--- src/rtl/video_timing_gen_pkg.sv ---
`default_nettype none
// ============================================================================
// Module      : video_timing_gen_pkg
// Description : Shared types, defaults and config check for video_timing_gen.
// Revision    : 1.0 - initial release
// ============================================================================
package video_timing_gen_pkg;

    localparam int C_H_W   = 12;
    localparam int C_V_W   = 11;
    localparam int C_CFG_W = 16;

    typedef enum logic [0:0] {
        ST_IDLE = 1'b0,
        ST_RUN  = 1'b1
    } state_t;

    typedef struct packed {
        logic [C_CFG_W-1:0] h_low;
        logic [C_CFG_W-1:0] h_bp;
        logic [C_CFG_W-1:0] h_active;
        logic [C_CFG_W-1:0] v_low;
        logic [C_CFG_W-1:0] v_bp;
        logic [C_CFG_W-1:0] v_active;
    } cfg_t;

    // Totals are summed at 32 bits so three full-scale fields cannot alias
    // back under the limit.
    function automatic logic cfg_valid(input cfg_t c, input int hw, input int vw);
        logic [31:0] h_tot;
        logic [31:0] v_tot;
        logic [31:0] h_max;
        logic [31:0] v_max;
        h_tot = 32'(c.h_low) + 32'(c.h_bp) + 32'(c.h_active);
        v_tot = 32'(c.v_low) + 32'(c.v_bp) + 32'(c.v_active);
        h_max = (32'd1 << hw) - 32'd1;
        v_max = (32'd1 << vw) - 32'd1;
        return (c.h_low != '0) && (c.h_active != '0) &&
               (c.v_low != '0) && (c.v_active != '0) &&
               (h_tot <= h_max) && (v_tot <= v_max);
    endfunction

endpackage
`default_nettype wire

--- src/rtl/video_timing_gen_if.sv ---
`default_nettype none
// ============================================================================
// Module      : video_timing_gen_if
// Description : Config inputs and raster outputs of the video timing generator.
// Revision    : 1.0 - initial release
// ============================================================================
interface video_timing_gen_if
    import video_timing_gen_pkg::*;
#(
    parameter int H_W = C_H_W,
    parameter int V_W = C_V_W
);

    logic           enable;
    logic [H_W-1:0] h_low;
    logic [H_W-1:0] h_bp;
    logic [H_W-1:0] h_active;
    logic [V_W-1:0] v_low;
    logic [V_W-1:0] v_bp;
    logic [V_W-1:0] v_active;

    logic           vs_out;
    logic           hs_out;
    logic           de_out;
    logic [H_W-1:0] x_out;
    logic [V_W-1:0] y_out;
    logic           frame_start;
    logic           cfg_err;

    modport master (
        output enable, h_low, h_bp, h_active, v_low, v_bp, v_active,
        input  vs_out, hs_out, de_out, x_out, y_out, frame_start, cfg_err
    );

    modport slave (
        input  enable, h_low, h_bp, h_active, v_low, v_bp, v_active,
        output vs_out, hs_out, de_out, x_out, y_out, frame_start, cfg_err
    );

endinterface
`default_nettype wire

--- src/rtl/video_timing_gen_axis_counter.sv ---
`default_nettype none
// ============================================================================
// Module      : axis_counter
// Description : Wrapping pixel/line counter with low / back-porch / active
//               region compares.
// Revision    : 1.0 - initial release
// ============================================================================
module axis_counter #(
    parameter int W = 12
) (
    input  wire          clk,
    input  wire          rst_b,
    input  wire          i_clr,
    input  wire          i_inc,
    input  wire  [W-1:0] i_lo,
    input  wire  [W-1:0] i_bp,
    input  wire  [W-1:0] i_act,
    output logic [W-1:0] o_cnt,
    output logic         o_wrap,
    output logic         o_in_mid,
    output logic         o_in_act
);

    logic [W-1:0] r_cnt;
    logic [W:0]   w_act_start;
    logic [W:0]   w_last;

    assign w_act_start = {1'b0, i_lo} + {1'b0, i_bp};
    assign w_last      = w_act_start + {1'b0, i_act} - (W+1)'(1);

    assign o_cnt    = r_cnt;
    assign o_wrap   = ({1'b0, r_cnt} == w_last);
    assign o_in_mid = (r_cnt >= i_lo);
    assign o_in_act = ({1'b0, r_cnt} >= w_act_start);

    always_ff @(posedge clk or negedge rst_b) begin
        if (!rst_b) begin
            r_cnt <= '0;
        end else if (i_clr) begin
            r_cnt <= '0;
        end else if (i_inc) begin
            r_cnt <= o_wrap ? '0 : r_cnt + W'(1);
        end
    end

endmodule
`default_nettype wire

--- src/rtl/video_timing_gen.sv ---
`default_nettype none
// ============================================================================
// Module      : video_timing_gen
// Description : Programmable vs/hs/de raster generator with frame-boundary
//               config latching and registered outputs.
// Revision    : 1.0 - initial release
// ============================================================================
module video_timing_gen
    import video_timing_gen_pkg::*;
#(
    parameter int H_W = C_H_W,
    parameter int V_W = C_V_W
) (
    input wire          clk,
    input wire          rst_b,
    video_timing_gen_if.slave bus
);

    state_t         r_state;
    state_t         w_state_nxt;
    logic           w_latch;
    logic           w_set_err;
    cfg_t           w_cfg_in;
    logic           w_cfg_ok;

    logic [H_W-1:0] r_h_low, r_h_bp, r_h_active;
    logic [V_W-1:0] r_v_low, r_v_bp, r_v_active;

    logic [H_W-1:0] w_h_cnt;
    logic [V_W-1:0] w_v_cnt;
    logic           w_h_wrap, w_h_in_mid, w_h_in_act;
    logic           w_v_wrap, w_v_in_mid, w_v_in_act;
    logic           w_frame_end;
    logic           w_frame_first;
    logic           w_idle;
    logic [H_W-1:0] w_x;
    logic [V_W-1:0] w_y;

    logic           r_vs, r_hs, r_de, r_fs, r_cfg_err;
    logic [H_W-1:0] r_x;
    logic [V_W-1:0] r_y;

    always_comb begin
        w_cfg_in          = '0;
        w_cfg_in.h_low    = C_CFG_W'(bus.h_low);
        w_cfg_in.h_bp     = C_CFG_W'(bus.h_bp);
        w_cfg_in.h_active = C_CFG_W'(bus.h_active);
        w_cfg_in.v_low    = C_CFG_W'(bus.v_low);
        w_cfg_in.v_bp     = C_CFG_W'(bus.v_bp);
        w_cfg_in.v_active = C_CFG_W'(bus.v_active);
    end

    assign w_cfg_ok = cfg_valid(w_cfg_in, H_W, V_W);
    assign w_idle   = (r_state == ST_IDLE);

    axis_counter #(.W(H_W)) u_h_cnt (
        .clk      (clk),
        .rst_b    (rst_b),
        .i_clr    (w_idle),
        .i_inc    (1'b1),
        .i_lo     (r_h_low),
        .i_bp     (r_h_bp),
        .i_act    (r_h_active),
        .o_cnt    (w_h_cnt),
        .o_wrap   (w_h_wrap),
        .o_in_mid (w_h_in_mid),
        .o_in_act (w_h_in_act)
    );

    axis_counter #(.W(V_W)) u_v_cnt (
        .clk      (clk),
        .rst_b    (rst_b),
        .i_clr    (w_idle),
        .i_inc    (w_h_wrap),
        .i_lo     (r_v_low),
        .i_bp     (r_v_bp),
        .i_act    (r_v_active),
        .o_cnt    (w_v_cnt),
        .o_wrap   (w_v_wrap),
        .o_in_mid (w_v_in_mid),
        .o_in_act (w_v_in_act)
    );

    assign w_frame_end   = (r_state == ST_RUN) && w_h_wrap && w_v_wrap;
    assign w_frame_first = (w_h_cnt == '0) && (w_v_cnt == '0);
    assign w_x           = w_h_cnt - r_h_low - r_h_bp;
    assign w_y           = w_v_cnt - r_v_low - r_v_bp;

    always_ff @(posedge clk or negedge rst_b) begin
        if (!rst_b) begin
            r_state <= ST_IDLE;
        end else begin
            r_state <= w_state_nxt;
        end
    end

    // Config is only ever examined at a frame boundary or while idle.
    always_comb begin
        w_state_nxt = r_state;
        w_latch     = 1'b0;
        w_set_err   = 1'b0;
        case (r_state)
            ST_IDLE: begin
                if (bus.enable && w_cfg_ok) begin
                    w_state_nxt = ST_RUN;
                    w_latch     = 1'b1;
                end
            end
            ST_RUN: begin
                if (w_frame_end) begin
                    if (bus.enable && w_cfg_ok) begin
                        w_latch = 1'b1;
                    end else begin
                        w_state_nxt = ST_IDLE;
                        w_set_err   = bus.enable && !w_cfg_ok;
                    end
                end
            end
            default: w_state_nxt = ST_IDLE;
        endcase
    end

    always_ff @(posedge clk or negedge rst_b) begin
        if (!rst_b) begin
            r_h_low    <= '0;
            r_h_bp     <= '0;
            r_h_active <= '0;
            r_v_low    <= '0;
            r_v_bp     <= '0;
            r_v_active <= '0;
        end else if (w_latch) begin
            r_h_low    <= bus.h_low;
            r_h_bp     <= bus.h_bp;
            r_h_active <= bus.h_active;
            r_v_low    <= bus.v_low;
            r_v_bp     <= bus.v_bp;
            r_v_active <= bus.v_active;
        end
    end

    always_ff @(posedge clk or negedge rst_b) begin
        if (!rst_b) begin
            r_vs <= 1'b0;
            r_hs <= 1'b0;
            r_de <= 1'b0;
            r_x  <= '0;
            r_y  <= '0;
            r_fs <= 1'b0;
        end else if (r_state == ST_RUN) begin
            r_vs <= w_v_in_mid;
            r_hs <= w_h_in_mid;
            r_de <= w_v_in_act && w_h_in_act;
            r_x  <= (w_v_in_act && w_h_in_act) ? w_x : '0;
            r_y  <= w_v_in_act ? w_y : '0;
            r_fs <= w_frame_first;
        end else begin
            r_vs <= 1'b0;
            r_hs <= 1'b0;
            r_de <= 1'b0;
            r_x  <= '0;
            r_y  <= '0;
            r_fs <= 1'b0;
        end
    end

    always_ff @(posedge clk or negedge rst_b) begin
        if (!rst_b) begin
            r_cfg_err <= 1'b0;
        end else if (w_set_err) begin
            r_cfg_err <= 1'b1;
        end else if ((r_state == ST_RUN) && w_frame_first) begin
            r_cfg_err <= 1'b0;
        end
    end

    assign bus.vs_out      = r_vs;
    assign bus.hs_out      = r_hs;
    assign bus.de_out      = r_de;
    assign bus.x_out       = r_x;
    assign bus.y_out       = r_y;
    assign bus.frame_start = r_fs;
    assign bus.cfg_err     = r_cfg_err;

endmodule
`default_nettype wire
--- src/flat_wrapper.sv ---
// flat-port wrapper written by rule: the top's interface ports become plain ports
module video_timing_gen_flat import video_timing_gen_pkg::*;
#(
    parameter int H_W = C_H_W,
    parameter int V_W = C_V_W
)
  (clk, rst_b, bus_enable, bus_h_low, bus_h_bp, bus_h_active, bus_v_low, bus_v_bp, bus_v_active, bus_vs_out, bus_hs_out, bus_de_out, bus_x_out, bus_y_out, bus_frame_start, bus_cfg_err);
  video_timing_gen_if #(.H_W(H_W), .V_W(V_W)) bus_i ();
  input wire clk;
  input wire rst_b;
  input wire logic [$bits(bus_i.enable)-1:0] bus_enable;
  input wire logic [$bits(bus_i.h_low)-1:0] bus_h_low;
  input wire logic [$bits(bus_i.h_bp)-1:0] bus_h_bp;
  input wire logic [$bits(bus_i.h_active)-1:0] bus_h_active;
  input wire logic [$bits(bus_i.v_low)-1:0] bus_v_low;
  input wire logic [$bits(bus_i.v_bp)-1:0] bus_v_bp;
  input wire logic [$bits(bus_i.v_active)-1:0] bus_v_active;
  output wire logic [$bits(bus_i.vs_out)-1:0] bus_vs_out;
  output wire logic [$bits(bus_i.hs_out)-1:0] bus_hs_out;
  output wire logic [$bits(bus_i.de_out)-1:0] bus_de_out;
  output wire logic [$bits(bus_i.x_out)-1:0] bus_x_out;
  output wire logic [$bits(bus_i.y_out)-1:0] bus_y_out;
  output wire logic [$bits(bus_i.frame_start)-1:0] bus_frame_start;
  output wire logic [$bits(bus_i.cfg_err)-1:0] bus_cfg_err;
  assign bus_i.enable = bus_enable;
  assign bus_i.h_low = bus_h_low;
  assign bus_i.h_bp = bus_h_bp;
  assign bus_i.h_active = bus_h_active;
  assign bus_i.v_low = bus_v_low;
  assign bus_i.v_bp = bus_v_bp;
  assign bus_i.v_active = bus_v_active;
  assign bus_vs_out = bus_i.vs_out;
  assign bus_hs_out = bus_i.hs_out;
  assign bus_de_out = bus_i.de_out;
  assign bus_x_out = bus_i.x_out;
  assign bus_y_out = bus_i.y_out;
  assign bus_frame_start = bus_i.frame_start;
  assign bus_cfg_err = bus_i.cfg_err;
  video_timing_gen #(.H_W(H_W), .V_W(V_W)) u_core (.clk(clk), .rst_b(rst_b), .bus(bus_i));
endmodule
--- config.mk ---
export PLATFORM = sky130hd
export DESIGN_NAME = video_timing_gen_flat
export DESIGN_NICKNAME = d
export VERILOG_FILES = /design/src/rtl/video_timing_gen_pkg.sv /design/src/rtl/video_timing_gen_if.sv /design/src/rtl/video_timing_gen_axis_counter.sv /design/src/rtl/video_timing_gen.sv /design/src/flat_wrapper.sv
export SDC_FILE = /design/constraint.sdc
export NUM_CORES = 1
export LEC_CHECK = 0
export ABC_AREA = 0
export BUFFER_PORTS_ARGS = -buffer_cell sky130_fd_sc_hd__buf_2
export CORE_MARGIN = 4
export CORE_UTILIZATION = 50
export CTS_CLUSTER_DIAMETER = 30
export DETAILED_ROUTE_END_ITERATION = 7
export GPL_TIMING_DRIVEN = 0
export MAX_ROUTING_LAYER = met4
export PLACE_DENSITY = 0.71
export SYNTH_ARGS = -nofsm -noshare
export SYNTH_HDL_FRONTEND = slang
export SYNTH_SLANG_ARGS = --single-unit
--- constraint.sdc ---
create_clock -name clk -period 5.38 [get_ports clk]
set_input_delay 0.807 -clock clk [delete_from_list [all_inputs] [get_ports clk]]
set_output_delay 0.807 -clock clk [all_outputs]
set_load 0.02 [all_outputs]
# Word-level counts from Yosys, hierarchy flattened
# Index checks and enable logic that the tools add are counted.
# Widths: inputs -> output; s select.
[classes]
n_eq_ne = 3
shift = 0
reduce_logical = 20
magnitude_cmp = 6
n_bitwise = 1
muxes = 23
n_mul = 0
div_mod_pow = 0
addsub = 16
[op_table]
columns = ["op", "n"]
rows = [
  ["$reduce_bool 16->1", 4],
  ["$mux 11", 5],
  ["$mux 12", 4],
  ["$add 32x11->32", 1],
  ["$add 32x12->32", 1],
  ["$le 32x11->1 const B", 1],
  ["$le 32x12->1 const B", 1],
  ["$add 12x12->13", 2],
  ["$add 11x11->12", 2],
  ["$sub 12x12->12", 2],
  ["$sub 11x11->11", 2],
  ["$add 13x12->13", 1],
  ["$eq 12x13->1", 1],
  ["$ge 12x13->1", 1],
  ["$sub 13x1->13 const B", 1],
  ["$add 12x1->12 const B", 1],
  ["$add 12x11->12", 1],
  ["$eq 11x12->1", 1],
  ["$ge 11x12->1", 1],
  ["$ge 12x12->1", 1],
  ["$logic_and 1x1->1", 12],
  ["$logic_not 12->1", 1],
  ["$mux 1", 12],
  ["$sub 12x1->12 const B", 1],
  ["8 further kinds", 9],
]
[totals]
mem_bits_ro = 0
word_cells = 85
inputBits = 72
ramBits = 0
memories = 0
latch_bits = 0
reg_bits = 121

# Logic depth before layout (Yosys ltp)
# Gate-level depths: netlist (run 1).
[logic_depth]
depth_word = 12
depth_mapped = 26
ltp_nobuf = 24

# Modules after synthesis
# A second synthesis (run 1) with hierarchy kept.
[unflattened]
hier_cells = 1151
area_unflattened_um2 = 11158.2
[by_module_without_submodules]
columns = ["module", "area_per_inst_um2", "instances", "seq_area_each_um2", "cells_each"]
rows = [
  ["video_timing_gen", 6209.7, 1, 2452.4, 510],
  ["axis_counter (u_core.u_h_cnt)", 2549.9, 1, 300.3, 329],
  ["axis_counter (u_core.u_v_cnt)", 2398.6, 1, 275.3, 312],
]

# Least setup slack after synthesis (run 1)
# Ideal clock, no wire load.
[synth_timing]
kind = "input port to flip-flop"
start = "input port bus_v_bp[0]"
end = "register u_core.r_h_active[10]"
n_path_buf = 2
setup_slack_ns = 0.334
arrival_time_ns = 4.919
t_required_ns = 5.253
stages = 23
setup_time_ns = 0.127
cell_sequence = "ha_1 fa_1 a21o_1 a21oi_1 o21bai_1 a21oi_1 o21bai_1 a21oi_1 o21bai_1 a21oi_1 xnor2_1 ha_1 nor4_1 nand2_1 a31oi_1 nand4_1 or3_1 nor4_1 nand2_1 a21oi_2 buf_6 buf_8 mux2_1"
[synth_via]
elab_chain_len = 8
[synth_lines]
columns = ["item", "line_no", "rtl"]
rows = [
  ["start, declared", "flat_wrapper.sv:16", "input wire logic [$bits(bus_i.v_bp)-1:0] bus_v_bp;"],
  ["$add 11x11->12 *", "video_timing_gen_pkg.sv:35", "v_tot = 32'(c.v_low) + 32'(c.v_bp) + 32'(c.v_active);"],
  ["$add 32x11->32 *", "video_timing_gen_pkg.sv:35", ""],
  ["$le 32x11->1 *", "video_timing_gen_pkg.sv:40", "(h_tot <= h_max) && (v_tot <= v_max);"],
  ["$logic_and 1x1->1 *", "video_timing_gen_pkg.sv:40", ""],
  ["$logic_and 1x1->1 *", "video_timing_gen.sv:104, video_timing_gen.sv:111", ""],
  ["$mux 1 *", "video_timing_gen.sv:104, video_timing_gen.sv:111", ""],
  ["$mux 1", "video_timing_gen.sv:110", "if (w_frame_end) begin"],
  ["$pmux 1 s2 *", "video_timing_gen.sv:102", "case (r_state)"],
  ["end signal, assigned", "video_timing_gen.sv:134", "r_h_active <= bus.h_active;"],
  ["end, declared", "video_timing_gen.sv:26", "logic [H_W-1:0] r_h_low, r_h_bp, r_h_active;"],
]
# Every way passes the cells marked *; elsewhere a longest branch is shown, timed or not.
# A chain may end at the register's enable or synchronous reset.

# Worst setup path after layout (run 1)
[layout_timing]
start = "register u_core.r_h_low[4]"
end = "register u_core.r_v_active[2]"
[layout_via]
elab_chain_len = 8
[layout_lines]
columns = ["item", "line_no", "rtl"]
rows = [
  ["start, declared", "video_timing_gen.sv:26", ""],
  ["start signal, assigned", "video_timing_gen.sv:132", "r_h_low <= bus.h_low;"],
  ["$add 12x12->13", "video_timing_gen_axis_counter.sv:28", "assign w_act_start = {1'b0, i_lo} + {1'b0, i_bp};"],
  ["$add 13x12->13", "video_timing_gen_axis_counter.sv:29", "assign w_last = w_act_start + {1'b0, i_act} - (W+1)'(1);"],
  ["$sub 13x1->13", "video_timing_gen_axis_counter.sv:29", ""],
  ["$eq 12x13->1", "video_timing_gen_axis_counter.sv:32", "assign o_wrap = ({1'b0, r_cnt} == w_last);"],
  ["$logic_and 1x1->1 (2 in series)", "video_timing_gen.sv:84", "assign w_frame_end = (r_state == ST_RUN) && w_h_wrap && w_v_wrap;"],
  ["$mux 1", "video_timing_gen.sv:110", ""],
  ["$pmux 1 s2", "video_timing_gen.sv:102", ""],
  ["end signal, assigned", "video_timing_gen.sv:137", "r_v_active <= bus.v_active;"],
  ["end, declared", "video_timing_gen.sv:27", "logic [V_W-1:0] r_v_low, r_v_bp, r_v_active;"],
]
# Every way passes these cells.

==> results of run 1 <==
==> stage by stage <==
step	setup slack [ns]	setup TNS (ns)	hold WS [ns]	total power, mW	std cells
detailed placement	-1.10	-68.55	0.497	3.19	1602
finish	0.0588	0	0.295	4.41	1650
floorplan	0.334	0	0.458	2.68	1217
CTS	0.00647	0	0.290	4.36	1643
global placement	-1.03	-63.90	0.472	3.13	1601
global route	-0.123	-6.13	0.305	4.74	1650
==> per-layer routing <==
| metal | GRT usage, % | vias to the layer above |
|---|---|---|
| li1 | - | 4553 |
| met1 | 33.0 | 4656 |
| met2 | 35.9 | 217 |
| met3 | 3.11 | 26 |
| met4 | 6.39 | 0 |
| met5 | - | - |
==> Yosys cell counts, types with 15 or more instances <==
cell      number
o21ai_0       32
a21oi_1       82
nor2_1        72
and3_1        17
nand2b_1      24
a21o_1        30
nor4_1        18
nand2_1       47
mux2_2        59
fa_1          28
o21bai_1      15
dfrtp_1      121
o21a_1        16
xnor2_1       62
xor2_1        38
ha_1         193
inv_1        147
nand3_1       30
nor3_1        17
==> area by class of cell <==
cell class | count | area (um^2) | share of cell area [%]
Inverter | 147 | 552 | 4.08
Timing Repair Buffer | 116 | 724 | 5.35
Multi-Input combinational cell | 929 | 8160 | 60.2
Clock inverter | 14 | 139 | 1.03
Clock buffer | 18 | 439 | 3.24
Tap cell | 285 | 357 | 2.63
Sequential cell | 121 | 3030 | 22.4
Buffer | 20 | 139 | 1.03
==> power groups by stage <==
stage               Sequential (mW)  Clock, mW  Combinational, mW
finish                         1.14       1.13               2.13
global route                   1.16       1.20               2.39
CTS                            1.14       1.15               2.07
detailed placement             1.15          0               2.03
global placement               1.15          0               1.98
floorplan                      1.20          0               1.48
==> registers in the layout, summed over array words and instances (netlist names) <==
| signal | cells |
|---|---|
| u_core.bus.x_out | 12 |
| u_core.r_h_active | 12 |
| u_core.r_h_bp | 12 |
| u_core.r_h_low | 12 |
| u_core.u_h_cnt.o_cnt | 12 |
| u_core.bus.y_out | 11 |
| u_core.r_v_active | 11 |
| u_core.r_v_bp | 11 |
| u_core.r_v_low | 11 |
| u_core.u_v_cnt.o_cnt | 11 |
| u_core.bus.cfg_err | 1 |
| u_core.bus.de_out | 1 |
| u_core.bus.frame_start | 1 |
| u_core.bus.hs_out | 1 |
| u_core.bus.vs_out | 1 |
| u_core.r_state | 1 |
==> what timing repair did <==
item                                    CTS  global route
endpoints found under the setup margin   70            90
cloned                                    0             3
hold buffers                              0             0
buffers inserted                          9             4
resized for setup                        21            86
pin swaps                                 6            25
==> cells by family (layout without fill, tap and decap cells) <==
kind of cell             after synthesis  in the layout
adder cells (fa/ha/maj)              221            221
flip-flops                           121            121
multiplexers                          71             71
AND/OR/NAND/NOR                      283            283
AO/OA/AOI/OAI                        254            254
XOR/XNOR                             100            100
buffers and inverters                167            315
==> path summary, 6_finish.rpt <==
kind                                 startpoint                   end  slack, ns  depth (start not counted)
setup / recovery              u_core.r_h_low[4]  u_core.r_v_active[2]       0.06                         21
hold reg to reg            u_core.r_v_active[8]  u_core.r_v_active[8]       0.51                          1
max in group asynchronous                 rst_b     u_core.r_v_low[6]       4.37                          2
hold / removal                            rst_b   u_core.bus.x_out[1]       0.29                          1
min in group clk           u_core.r_v_active[8]  u_core.r_v_active[8]       0.51                          1
setup reg to reg              u_core.r_h_low[4]  u_core.r_v_active[2]       0.06                         21
==> reports/summary.txt, run 1 <==
Routed wire per std cell - 18.1 um
TritonCTS clock tree - built
Routed met1 length - 14500 um
peak supply drop - 155 uV
CP cell instances - inv_1, ha_2, o21ai_0, nand2b_1, a21oi_2, a31oi_4, or4_4, and3_1, or2_2, ha_4, xor2_2, nor3_1, a211o_1, a211oi_2, nand4_1, a311oi_2, o2111ai_2, a21oi_4, buf_6, clkbuf_16, mux2_4
DRC errors left - 0
Post-Synth XOR/XNOR Area - 7.66%
input/output buffers - 99
Post-Synth Adder-Cell Area - 26.0%
maximum clock rate - 188 MHz
Sw Ratio - 40.3%
share of the synthesized area in the top cell type - 26.5%
slowest CP cell - or4_4
Die X - 159 um
leakage - 6.51 nW
Core Util, Final - 60.0%
crit path time final - 5.32 ns
global-route wire length before repair - 47000 um
Pre-Repair DR Iteration Count - 5
core area - 22600 um^2
Post-synth EDFFs - 0
Routability Congestion - 0.935
TritonCTS sink count - 121
Rows - 55
vias in the first global route - 9343
Least-Margin Pin Slew - 0.659 ns
routed length on met3 - 1260 um
worst setup path category - flip-flop to flip-flop
clock insertion delay at the later pin of the skew report - 0.43 ns
fin crit share - 98.9%
Diodes inserted - 0
Crit. End Element - flip-flop
Synthesis Warnings - 0
Simple-Gate Fraction of Synth Area - 12.6%
highest metal used - met4
final instance area - 13500 um^2
Syn-to-layout area delta - 18.3%
worst path bufs/invs - 3
CTS root buffer - clkbuf_16
Combinational Power Share - 48.3%
#FFs+latches synth - 121
share of cells above drive strength 1 - 20.5%
Initial DRC Count - 543
Mapped Nets - 1510
clock power share - 25.7%
die area - 25400 um^2
Slew Limit Fails - 0
post-route ant nets - 0
commonest cells after routing, fill and taps aside - ha_1 (186), inv_1 (143), dfrtp_1 (117), buf_2 (99), nor2_1 (72)
final HPWL from detailed placement - 23100 um
asr flop ratio synth - 100%
total global-route track usage - 23.5%
max_cap viols - 0
CTS Buffer Depth - 2
via/cell ratio - 5.73
sequential power share - 25.9%
largest area contributor in the netlist - dfrtp_1
delay of the slowest critical-path stage - 0.45 ns
post-synthesis mux area share - 6.94%
Max Clock Skew - 0.0208 ns
Post-Syn Instances - 1217
initial antenna violation count - 0
RSZ-0062 raised after global routing - true
switching pwr - 1.78 mW
Starting Density - 50.7%
final setup fails - 0
post-layout net count - 1645
final hold violations - 0
Worst setup SP type - flip-flop
Hold WC Path Type - primary input to asynchronous set/reset pin
largest net degree at the start of global routing - 85
critical path arrival - 5.63 ns
Die Ht - 159 um
Fill cells - 1865
Critical Path Fanout Max - 6
worst rel slew slack - 55.8%
Power Internal - 2.63 mW
Synth area leaders - dfrtp_1 (26%), ha_1 (21%), mux2_2 (5.8%)
Clk pin slew, worst setup/hold paths - 0.06 ns
Area after DPL - 12300 um^2
register area share after synthesis - 26.5%
CP delay by family, top - compound AO/OA/AOI/OAI gates
final wirelength - 29800 um
pwr/cell area - 326 nW/um^2
largest family of logic cells by synthesized area - adder cells
syn avg cell area - 9.40 um^2
Main synth FF type - dfrtp_1
Mapped Area - 11400 um^2
TritonCTS Buffers - 17
via count - 9452
Unique masters post-synth - 63
gr ovfl total - 0
worst endpoint required time - 5.69 ns
Compound-Gate Fraction of Synth Area - 14.5%
I/O Pins - 100
commonest non-fill, non-tap cell in the layout - ha_1
H-tree Lvls - 4
met2 wire len - 13600 um
status - finished, final reports clean
Note: power is estimated with default switching activity, not from simulation.
==> run 2: changes to the inputs <==
--- a/config.mk
+++ b/config.mk
@@ -5,7 +5,7 @@
 export SDC_FILE = /design/constraint.sdc
 export NUM_CORES = 1
 export LEC_CHECK = 0
-export ABC_AREA = 0
+export ABC_AREA = 1
 export BUFFER_PORTS_ARGS = -buffer_cell sky130_fd_sc_hd__buf_2
 export CORE_MARGIN = 4
 export CORE_UTILIZATION = 50
==> reports/summary.txt, run 2 <==
final setup fails - 0
Initial DRC Count - 751
via count - 11290
Fill cells - 2353
H-tree Lvls - 4
leakage - 7.58 nW
initial antenna violation count - 1
syn avg cell area - 7.17 um^2
TritonCTS Buffers - 17
global-route wire length before repair - 53600 um
commonest cells after routing, fill and taps aside - nand2_1 (464), inv_1 (255), ha_1 (193), nor2_1 (154), nand3_1 (149)
worst path bufs/invs - 5
gr ovfl total - 0
critical path arrival - 5.25 ns
final HPWL from detailed placement - 27500 um
DRC errors left - 0
post-layout net count - 2143
total global-route track usage - 25.4%
final hold violations - 0
Main synth FF type - dfrtp_1
most frequent cell after synthesis - nand2_1
Rows - 57
die area - 27400 um^2
vias in the first global route - 10629
via/cell ratio - 5.16
worst endpoint required time - 5.69 ns
Mapped Area - 12400 um^2
crit path time final - 4.94 ns
RSZ-0062 raised after global routing - false
Syn-to-layout area delta - 12.5%
CP most frequent cell - nand2_1
Unique masters post-synth - 41
register area share after synthesis - 24.4%
I/O Pins - 100
Core Util, Final - 57.2%
share of the synthesized area in the top cell type - 24.4%
Synthesis Warnings - 0
Mapped Nets - 2024
largest area contributor in the netlist - dfrtp_1
post-route ant nets - 0
Crit. End Element - flip-flop
Worst setup SP type - flip-flop
clock insertion delay at the later pin of the skew report - 0.42 ns
Slew Limit Fails - 0
#FFs+latches synth - 121
status - finished, final reports clean
share of cells above drive strength 1 - 8.16%
Routed wire per std cell - 15.0 um
Pre-Repair DR Iteration Count - 7
asr flop ratio synth - 100%
worst setup path category - flip-flop to flip-flop
Routability Congestion - 0.938
maximum clock rate - 202 MHz
Max Clock Skew - 0.0112 ns
fin crit share - 91.8%
commonest non-fill, non-tap cell in the layout - nand2_1
worst rel slew slack - 62.9%
largest net degree at the start of global routing - 82
Die Ht - 166 um
Synth top cells by count - nand2_1 (464), inv_1 (255), ha_1 (193), nor2_1 (154), nand3_1 (149)
Hold WC Path Type - primary input to asynchronous set/reset pin
cts-stage hold buffer count - 0
pwr/cell area - 177 nW/um^2
CTS root buffer - clkbuf_16
TritonCTS clock tree - built
Die X - 166 um
Least-Margin Pin Slew - 0.554 ns
final wirelength - 32900 um
peak supply drop - 194 uV
Clk pin slew, worst setup/hold paths - 0.06 ns
Post-synth EDFFs - 0
max_cap viols - 0
Starting Density - 50.9%
core area - 24400 um^2
TritonCTS sink count - 121
delay of the slowest critical-path stage - 0.52 ns
slowest CP cell - dfrtp_1
input/output buffers - 99
Synth area leaders - dfrtp_1 (24%), ha_1 (19%), nand2_1 (14%)
Setup TNS - 0 ns
Critical Path Fanout Max - 10
CP delay by family, top - simple AND/OR/NAND/NOR gates
Post-Syn Instances - 1731
CTS Buffer Depth - 2
[run 2: cell types whose count changed in the layout (fill, tap and decap cells not counted), moves of 22 or more]
cell | previous run | this run
a21oi_1 | 71 | 95
inv_1 | 143 | 255
mux2_2 | 30 | 0
mux2_4 | 37 | 0
nand2_1 | 46 | 464
nand2b_1 | 23 | 1
nand3_1 | 30 | 149
nor2_1 | 72 | 154
xnor2_1 | 62 | 36
[run 2: per-layer routing]
| metal | up-vias | GRT usage, % | routed length (um) |
|---|---|---|---|
| met5 | - | - | 0 |
| met4 | 0 | 6.00 | 555 |
| met3 | 38 | 2.41 | 1550 |
| met2 | 294 | 39.2 | 14400 |
| met1 | 5154 | 36.4 | 16400 |
| li1 | 5804 | - | - |
[run 2: area by class of cell]
type | instances | area (um^2) | area share, %
inverters | 255 | 957 | 6.86
diodes | 1 | 2.50 | 0.0179
well taps | 324 | 405 | 2.91
clock inverters | 10 | 116 | 0.834
flip-flops and latches | 121 | 3030 | 21.7
plain buffers | 30 | 141 | 1.01
clock buffers | 22 | 484 | 3.47
multi-input cells | 1325 | 8290 | 59.4
repair buffers | 100 | 529 | 3.79
[run 2: what timing repair did]
item	4_1_cts	5_1_grt
endpoints found under the hold margin	0	0
gates resized for setup	0	5
endpoints found under the setup margin	0	69
setup buffers	0	0
[run 2: power breakdown]
part           leakage [nW]  internal (mW)  switching, mW
logic                  5.65          0.146          0.255
clock network         0.281          0.730          0.434
registers              1.65          0.911              0
total                  7.58           1.79          0.689
[run 2: kinds of logic after synthesis]
kind of cell               after synthesis  share of synthesized area, %
AOI/OAI and AO/OA                      186                          8.57
xor gates and xnor gates                87                          6.25
adders and majority gates              221                          24.0
buffers and inverters                  285                          8.85
DFF                                    121                          24.4
and+or+nand+nor                        831                          27.9
[run 2: worst register-to-register path: stages, from the launching register on]
cell	delay [ns]
dfrtp_1	0.52
ha_1	0.28
inv_1	0.07
fa_1	0.42
o21ai_2	0.26
nand2_1	0.13
nand2_1	0.14
nand3_1	0.08
nand2_1	0.08
xor2_1	0.22
ha_1	0.27
inv_1	0.06
ha_1	0.27
a21oi_1	0.18
a21boi_0	0.30
nand4_1	0.14
nand2_1	0.09
nand2_1	0.05
inv_1	0.04
nand3_1	0.23
o21ai_4	0.38
nand2_2	0.16
buf_6	0.18
buf_6	0.14
nand2_1	0.08
nand2_1	0.05
[run 2: stage by stage]
stage / hold slack, ns / total power, mW / setup WS (ns) / area [um^2] / cells
floorplan: 0.442 / 1.19 / 1.38 / 12400 / 1731
global placement: 0.456 / 1.32 / 0.360 / 13300 / 2154
detailed placement: 0.460 / 1.33 / 0.333 / 13300 / 2155
CTS: 0.309 / 2.48 / 0.291 / 13900 / 2187
global route: 0.322 / 2.58 / 0.0227 / 14000 / 2188
finish: 0.298 / 2.48 / 0.442 / 14000 / 2188
[run 2: path summary, 6_finish.rpt]
kind,to,from,slack (ns),depth (start not counted)
max,u_core.r_v_low[1],u_core.r_h_low[0],0.44,25
min,u_core.bus.y_out[3],rst_b,0.30,1
max reg2reg,u_core.r_v_low[1],u_core.r_h_low[0],0.44,25
min reg2reg,u_core.r_v_active[7],u_core.r_v_active[7],0.47,2
max in group asynchronous,u_core.r_h_bp[8],rst_b,4.35,2
min in group clk,u_core.r_v_active[7],u_core.r_v_active[7],0.47,2
==> run 3: changes to the inputs <==
--- a/config.mk
+++ b/config.mk
@@ -7,13 +7,13 @@
 export LEC_CHECK = 0
 export ABC_AREA = 1
 export BUFFER_PORTS_ARGS = -buffer_cell sky130_fd_sc_hd__buf_2
-export CORE_MARGIN = 4
+export CORE_MARGIN = 1.5
 export CORE_UTILIZATION = 50
 export CTS_CLUSTER_DIAMETER = 30
 export DETAILED_ROUTE_END_ITERATION = 7
 export GPL_TIMING_DRIVEN = 0
 export MAX_ROUTING_LAYER = met4
-export PLACE_DENSITY = 0.71
+export PLACE_DENSITY = 0.68
 export SYNTH_ARGS = -nofsm -noshare
 export SYNTH_HDL_FRONTEND = slang
 export SYNTH_SLANG_ARGS = --single-unit
==> constraint.sdc (replaced) <==
create_clock -name clk -period 6 [get_ports clk]
set_input_delay 0.9 -clock clk [delete_from_list [all_inputs] [get_ports clk]]
set_output_delay 0.9 -clock clk [all_outputs]
set_load 0.02 [all_outputs]
==> reports/summary.txt, run 3 (synthesis gave the netlist of run 2 again) <==
CP most frequent cell - nand2_1
CP cell instances - ha_1, inv_1, fa_1, o21ai_1, nand2_1, nand2_1, nand3_1, nand2_1, xor2_1, ha_1, inv_1, ha_1, a21oi_1, a21boi_0, nand4_1, nand2_1, nand2_1, inv_1, nand3_1, o21ai_2, nand2_2, clkbuf_1, nand2_1, nand2_1
final hold violations - 0
Routed wire per std cell - 14.8 um
Crit. End Element - flip-flop
final wirelength - 32300 um
Setup WS pre-CTS - 0.956 ns
Reg area - 3030 um^2
initial antenna violation count - 0
Least-Margin Pin Slew - 0.552 ns
delay of the slowest critical-path stage - 0.51 ns
post-layout net count - 2143
Slew Limit Fails - 0
Starting Density - 51.0%
input/output buffers - 99
total global-route track usage - 26.9%
Die X - 161 um
vias in the first global route - 10576
cts-stage hold buffer count - 0
Worst setup SP type - flip-flop
met2 wire len - 13700 um
status - finished, final reports clean
worst setup path category - flip-flop to flip-flop
Syn-to-layout area delta - 12.1%
final HPWL from detailed placement - 27000 um
fin crit share - 85.0%
Register-to-Register Path Depth - 24
CTS root buffer - clkbuf_16
TritonCTS clock tree - built
critical path arrival - 5.41 ns
global-route wire length before repair - 53100 um
Clk pin slew, worst setup/hold paths - 0.06 ns
Routability Congestion - 0.921
slack of the critical path - 0.897 ns
Routed met1 length - 16600 um
non-filler cells, final - 2187
leakage - 7.56 nW
Hold WC Path Type - primary input to asynchronous set/reset pin
Initial DRC Count - 719
CTS Buffer Depth - 2
final setup fails - 0
highest metal used - met4
maximum clock rate - 196 MHz
pwr/cell area - 155 nW/um^2
post-route ant nets - 0
Diodes inserted - 0
H-tree Lvls - 4
Post-CTS Setup Repair Bufs - 0
gr ovfl total - 0
Max Clock Skew - 0.0104 ns
Pre-Repair DR Iteration Count - 5
peak supply drop - 191 uV
via count - 11169
TritonCTS Buffers - 17
worst rel slew slack - 63.2%
DRC errors left - 0
Setup TNS - 0 ns
Critical Path Fanout Max - 10
Multi-input gate area - 8280 um^2
via/cell ratio - 5.11
clock insertion delay at the later pin of the skew report - 0.42 ns
die area - 25800 um^2
placed cells - 2155
RSZ-0062 raised after global routing - false
Fill cells - 2354
max_cap viols - 0
routed length on met3 - 1230 um
Rows - 57
commonest cells after routing, fill and taps aside - nand2_1 (464), inv_1 (255), ha_1 (193), nor2_1 (154), nand3_1 (149)
commonest non-fill, non-tap cell in the layout - nand2_1
largest net degree at the start of global routing - 83
slowest CP cell - dfrtp_1
worst endpoint required time - 6.31 ns
core area - 24300 um^2
TritonCTS sink count - 121
crit path time final - 5.10 ns
cells resized by post-CTS repair - 0
I/O Pins - 100
Die Ht - 161 um
share of cells above drive strength 1 - 8.11%
## run 3: cell types whose count changed in the layout (fill, tap and decap cells not counted), sizes merged
cell	change
bufinv	-1
clkbuf	-4
clkinv	+5
clkinvlp	-1
diode	-1
inv	+1
## run 3: worst max-delay path: cells and delay by family (launching register included)
kind	cells	cell delay, ns
xor+xnor	1	0.21
compound gates	4	1.26
simple gates	11	1.27
flops	1	0.51
buf+inv	4	0.50
fa+ha+maj	4	1.22
## run 3: power breakdown
group | leakage (nW) | switching (mW) | internal, mW
sequential | 1.65 | 0 | 0.816
combinational | 5.64 | 0.227 | 0.130
clock | 0.268 | 0.398 | 0.580
total | 7.56 | 0.625 | 1.53
## run 3: routing by layer
metal	vias up	global-route usage, %
li1	5828	-
met3	39	2.22
met5	-	-
met2	262	40.7
met4	0	7.77
met1	5040	38.4
## run 3: worst paths after layout
path	startpoint	slack, ns	to
worst max-delay path	u_core.r_h_low[0]	0.90	u_core.r_v_active[8]
worst min-delay path	rst_b	0.39	u_core.bus.y_out[0]
worst max register to register	u_core.r_h_low[0]	0.90	u_core.r_v_active[8]
worst min register to register	u_core.r_v_active[9]	0.48	u_core.r_v_active[9]
max in group asynchronous	rst_b	4.88	u_core.r_h_active[11]
min in group clk	u_core.r_v_active[9]	0.48	u_core.r_v_active[9]
## run 3: per-stage QoR
step / hold WS [ns] / util [%] / instance area [um^2] / total power, mW
final: 0.389 / 57.2 / 13900 / 2.15
after global routing: 0.410 / 57.2 / 13900 / 2.25
after CTS: 0.390 / 57.2 / 13900 / 2.17
after detailed placement: 0.464 / 54.8 / 13300 / 1.19
after global placement: 0.456 / 54.7 / 13300 / 1.18
after floorplan: 0.442 / - / 12400 / 1.06
## run 3: layout make-up
type,count,share of cell area [%]
inverters,255,6.89
clock inverters,14,0.891
multi-input cells,1325,59.6
flip-flops and latches,121,21.8
clock buffers,18,3.16
plain buffers,30,1.01
repair buffers,100,3.81
well taps,324,2.92
